<file path="src/rtl/btn_conditioner.sv">
// Synchronises, debounces and edge-detects raw push-buttons into one-cycle command pulses.
// Optional auto-repeat for held digit buttons is compiled in when BTN_AUTOREPEAT_EN is defined.
module btn_conditioner #(
  parameter int               N_BTN        = 6,
  parameter int               DEBOUNCE_CYC = 16,
  parameter int               REPEAT_DELAY = 64,
  parameter int               REPEAT_RATE  = 16,
  parameter logic [N_BTN-1:0] REPEAT_MASK  = 6'b001111
) (
  input  logic             clk,
  input  logic             rst,
  input  logic [N_BTN-1:0] btn_raw,
  output logic [N_BTN-1:0] btn_level,
  output logic [N_BTN-1:0] btn_pulse,
  output logic [N_BTN-1:0] btn_repeat
);

  localparam int            CW       = $clog2(DEBOUNCE_CYC);
  localparam logic [CW-1:0] CNT_LAST = CW'(DEBOUNCE_CYC - 1);

  logic [N_BTN-1:0] s1_q, s2_q;
  logic [N_BTN-1:0] level_q, level_d;
  logic [N_BTN-1:0] pulse_q, repeat_q;
  logic [N_BTN-1:0] rise, rpt_fire;
  logic [CW-1:0]    cnt_q [N_BTN];
  logic [CW-1:0]    cnt_d [N_BTN];

  // A new level is accepted only after DEBOUNCE_CYC consecutive disagreeing samples.
  always_comb begin
    level_d = level_q;
    for (int i = 0; i < N_BTN; i++) begin
      cnt_d[i] = '0;
      if (s2_q[i] != level_q[i]) begin
        if (cnt_q[i] == CNT_LAST) begin
          level_d[i] = s2_q[i];
        end else begin
          cnt_d[i] = cnt_q[i] + CW'(1);
        end
      end
    end
  end

  assign rise = level_d & ~level_q;

  always_ff @(posedge clk) begin
    if (rst) begin
      s1_q     <= '0;
      s2_q     <= '0;
      level_q  <= '0;
      pulse_q  <= '0;
      repeat_q <= '0;
      for (int i = 0; i < N_BTN; i++) begin
        cnt_q[i] <= '0;
      end
    end else begin
      s1_q     <= btn_raw;
      s2_q     <= s1_q;
      level_q  <= level_d;
      pulse_q  <= rise | rpt_fire;
      repeat_q <= rpt_fire;
      for (int i = 0; i < N_BTN; i++) begin
        cnt_q[i] <= cnt_d[i];
      end
    end
  end

`ifdef BTN_AUTOREPEAT_EN
  typedef enum logic [1:0] {
    IDLE,
    DELAY,
    RATE
  } rpt_state_e;

  localparam int            RMAX       = (REPEAT_DELAY > REPEAT_RATE) ? REPEAT_DELAY : REPEAT_RATE;
  localparam int            RW         = $clog2(RMAX);
  localparam logic [RW-1:0] DELAY_LAST = RW'(REPEAT_DELAY - 1);
  localparam logic [RW-1:0] RATE_LAST  = RW'(REPEAT_RATE - 1);

  rpt_state_e       state_q [N_BTN];
  rpt_state_e       state_d [N_BTN];
  logic [RW-1:0]    rcnt_q  [N_BTN];
  logic [RW-1:0]    rcnt_d  [N_BTN];
  logic [N_BTN-1:0] fall;

  assign fall = level_q & ~level_d;

  // A release always wins over a counter match, so no repeat fires on the falling edge.
  always_comb begin
    rpt_fire = '0;
    for (int i = 0; i < N_BTN; i++) begin
      state_d[i] = state_q[i];
      rcnt_d[i]  = rcnt_q[i];
      if (!REPEAT_MASK[i] || fall[i]) begin
        state_d[i] = IDLE;
        rcnt_d[i]  = '0;
      end else begin
        case (state_q[i])
          IDLE: begin
            if (rise[i]) begin
              state_d[i] = DELAY;
              rcnt_d[i]  = '0;
            end
          end
          DELAY: begin
            if (rcnt_q[i] == DELAY_LAST) begin
              rpt_fire[i] = 1'b1;
              rcnt_d[i]   = '0;
              state_d[i]  = RATE;
            end else begin
              rcnt_d[i] = rcnt_q[i] + RW'(1);
            end
          end
          RATE: begin
            if (rcnt_q[i] == RATE_LAST) begin
              rpt_fire[i] = 1'b1;
              rcnt_d[i]   = '0;
            end else begin
              rcnt_d[i] = rcnt_q[i] + RW'(1);
            end
          end
          default: begin
            state_d[i] = IDLE;
            rcnt_d[i]  = '0;
          end
        endcase
      end
    end
  end

  always_ff @(posedge clk) begin
    for (int i = 0; i < N_BTN; i++) begin
      if (rst) begin
        state_q[i] <= IDLE;
        rcnt_q[i]  <= '0;
      end else begin
        state_q[i] <= state_d[i];
        rcnt_q[i]  <= rcnt_d[i];
      end
    end
  end
`else
  assign rpt_fire = '0;

  logic unused_repeat_cfg;
  assign unused_repeat_cfg = ^REPEAT_MASK ^ (REPEAT_DELAY > 0) ^ (REPEAT_RATE > 0);
`endif

  assign btn_level  = level_q;
  assign btn_pulse  = pulse_q;
  assign btn_repeat = repeat_q;

endmodule

</file>
<file path="config.mk">
export PLATFORM = sky130hd
export DESIGN_NAME = btn_conditioner
export DESIGN_NICKNAME = d
export VERILOG_FILES = /design/src/rtl/btn_conditioner.sv
export SDC_FILE = /design/constraint.sdc
export NUM_CORES = 1
export LEC_CHECK = 0
export CORE_MARGIN = 2
export CORE_UTILIZATION = 50
export CTS_CLUSTER_SIZE = 40
export DETAILED_ROUTE_END_ITERATION = 10
export PLACE_DENSITY = 0.72
export SLEW_MARGIN = 20
export SYNTH_ARGS = -nofsm -noshare
export SYNTH_HDL_FRONTEND = slang
export SYNTH_SLANG_ARGS = --single-unit
export TNS_END_PERCENT = 5
</file>
<file path="constraint.sdc">
create_clock -name clk -period 1.7 [get_ports clk]
set_clock_uncertainty 0.2 [all_clocks]
set_input_delay 0.34 -clock clk [delete_from_list [all_inputs] [get_ports clk]]
set_output_delay 0.34 -clock clk [all_outputs]
set_load 0.005 [all_outputs]
</file>
==> flow_summary.yaml <==
drt:
  vias: 1111
  wl_per_cell_microns: 10.2
  drtIter0Drc: 18
  drt_wl_total_microns: 2420
  drtAntennaViolNets: 0
  avgViaCountPerCell: 4.71
  drc_errors: 0
  drt_first_pass_iters: 4
finish:
  final_design_area_no_fill_sq_um: 2010
  final_layout_size_suffix_gt1_share_pct: 11.6
  regArea_sq_um: 971
  num-fill-cells: 293
  multi_input_area_sq_um: 661
  post_layout_utilization_of_the_core_pct: 61.3
  area_growth_syn_to_layout_pct: 19.5
  insertedDiodeCount: 0
  finish.net_count: 203
placed_design:
  dp_hpwl_microns: 1730
  port-buffer-count: 19
  gp_routability_congestion: 0.737
  postPlaceCellArea_sq_um: 1910
grt:
  pin_count_of_the_biggest_net_entering_global_routing: 31
  globalRouteTotalUtil_pct: 15.0
  grt_use_met2_pct: 24.7
  vias_in_the_first_global_route: 1049
  grt_util_met3_pct: 3.73
  number_of_antenna_violations_at_the_first_check_in_global_routing: 0
  grt_util_met1_pct: 17.1
  wire_length_of_the_first_global_routing_pass_microns: 4150
  globalRoute.busiestLayer: "met2"
  grt-ovfl-total: 0
pwr:
  max-vdd-ir-drop_uv: 581
  power_density_nw_per_um2: 867
  power.static_leakage_uw: 0.000901
clock_network:
  cts_made_buffers: 5
  clk_pin_slew_worst_paths_ps: 130
  cts_hold_buffers: 0
  cts.sink_count: 48
  tritoncts: "built"
  clkLatencyLatePin_ps: 360
  clockBufferDepth: 2
  clock_tree.root_cell: "clkbuf_4"
  clock_tree.htree_level_count: 2
synth:
  synth_sequential_area_ratio_pct: 57.0
  synth_edf_count: 0
  postSynthRegisterBits: 48
  yosys-top-cells-area: "dfxtp_1 57%, nor2_1 6.7%, xor2_1 6.2%"
  synth_top_cells_by_count: "48 x dfxtp_1, 30 x nor2_1, 12 x nand3_1, 12 x nor2b_1, 12 x xor2_1"
  netlist.top_cell.by_area: "dfxtp_1"
  netlist_area_sq_um: 1690
  synth.lib_cells_used.distinct: 15
  async_flop_share_pct: 0
  yosys_warnings: 0
  post_synth.cell_area_avg_sq_um: 10.5
  yosysMostFrequentCell: "dfxtp_1"
  synth_flop_cell: "dfxtp_1"
  synth_top_cell_area_share_pct: 57.0
  syn-instance-count: 160
floorplanning:
  die_area_sq_um: 3850
  die-height_microns: 62.1
  fp.dieW_microns: 62.1
  rows: 21
  io_pins: 26
  core_region_sq_um: 3280
  start_util_pct: 51.3
setup_path:
  critical_path.cell_chain: "dlygate4sd2_1"
  path_buf_inv: 1
  cpPeakStageDelay_ps: 350
  critPathTopFamily: "flip-flops"
  critPathKind: "reg2out"
  worstPathArrival_ps: 960
  setup.worst_path.start_class: "flop"
  crit_required_ps: 1160
  max_fo_critical_path: 2
  crit_path_end_kind: "primary output"
  crit_slowest_cell: "dfxtp_2"
sta:
  setup_repair_after_global_routing_missed_its_margin: "false"
  fmaxAchievable_mhz: 668
  timing_max_transition_violations_final: 0
  hold_viol_final: 0
  tmin_final_ps: 1500
  post-route-period-util_pct: 88.1
  number_of_setup_violations_in_the_final_report: 0
  setup_total_negative_slack_ps: 0
worst_hold_path:
  min-delay-path-class: "reg2reg"
status:
  status: "completed"
job:
  drv_cap: 0
-- metrics by stage --
stage	total power (uW)	hold slack, ps	std cells	setup slack, ps
floorplan	1220	214	165	518
global placement	1230	218	222	116
detailed placement	1240	221	222	83.0
CTS	1770	255	236	182
global route	1820	266	236	164
finish	1750	248	236	202
-- worst register-to-register path, cell delays in order, from the launching register on --
cell and delay [ps]:
dfxtp_1 350, ha_1 240, nand3_1 150, mux2i_1 220
nor2_1 60
-- sequential cells by signal (all words and copies together), names as in the netlist --
name and cells:
s2_q 6, btn_pulse 6, btn_level 6, cnt_q 24, s1_q 6
-- layout make-up --
cell class | count | area share [%]
Inverter | 6 | 1.12
Clock buffer | 7 | 2.73
Tap cell | 46 | 2.86
Multi-Input combinational cell | 102 | 32.8
Timing Repair Buffer | 26 | 11.9
Sequential cell | 48 | 48.2
Clock inverter | 1 | 0.373
-- cells in the final DEF (no fill, tap or decap) --
master           count
dfxtp_1             40
nor2_1              30
nor2b_1             12
nand3_1             12
xor2_1              12
dlygate4sd2_1       12
dfxtp_2              8
clkdlybuf4s50_1      7
mux2i_1              6
nor4b_1              6
nand3b_1             6
xnor2_1              6
inv_1                6
ha_1                 6
conb_1               6
buf_4                6
clkbuf_4             5
clkbuf_8             1
clkinvlp_4           1
clkbuf_1             1
buf_12               1
-- kinds of logic (layout without fill, tap and decap cells) --
| logic type | after synthesis | after routing | share of synthesized area, % |
|---|---|---|---|
| buffers and inverters | 15 | 40 | 4.90 |
| XOR/XNOR | 18 | 18 | 9.35 |
| flip-flops | 48 | 48 | 57.0 |
| adder cells (fa/ha/maj) | 6 | 6 | 4.45 |
| other | 1 | 6 | 0.223 |
| AND/OR/NAND/NOR | 66 | 66 | 20.5 |
| multiplexers | 6 | 6 | 3.56 |
-- where the power goes --
part / total, uW / internal [uW] / switching (uW) / leakage, uW
registers: 1150 / 1140 / 9.31 / 0.000394
clock network: 537 / 203 / 334 / 0.0000315
logic: 59.3 / 34.7 / 24.6 / 0.000476
-- worst paths after layout --
| check | start | endpoint | slack (ps) | cells after the start |
|---|---|---|---|---|
| min reg2reg | s1_q[3] | s2_q[3] | 250 | 1 |
| min | s1_q[3] | s2_q[3] | 250 | 1 |
| max reg2reg | cnt_q[1][0] | btn_level[1] | 380 | 4 |
| max | btn_level[3] | btn_level[3] | 200 | 1 |
-- routing by layer --
metal / vias to the layer above / routed length [microns] / share of wire [%]
li1: 563 / - / -
met1: 506 / 1060 / 44
met2: 34 / 1150 / 48
met3: 8 / 138 / 5.7
met4: 0 / 68 / 2.8
met5: - / 0 / 0
-- what timing repair did --
item / in CTS / in global routing
resized for setup: 20 / 0
hold endpoints to repair: 0 / 0
buffers inserted: 6 / 0
setup endpoints to repair: 12 / 0
Power figures use the tool's default switching activity.
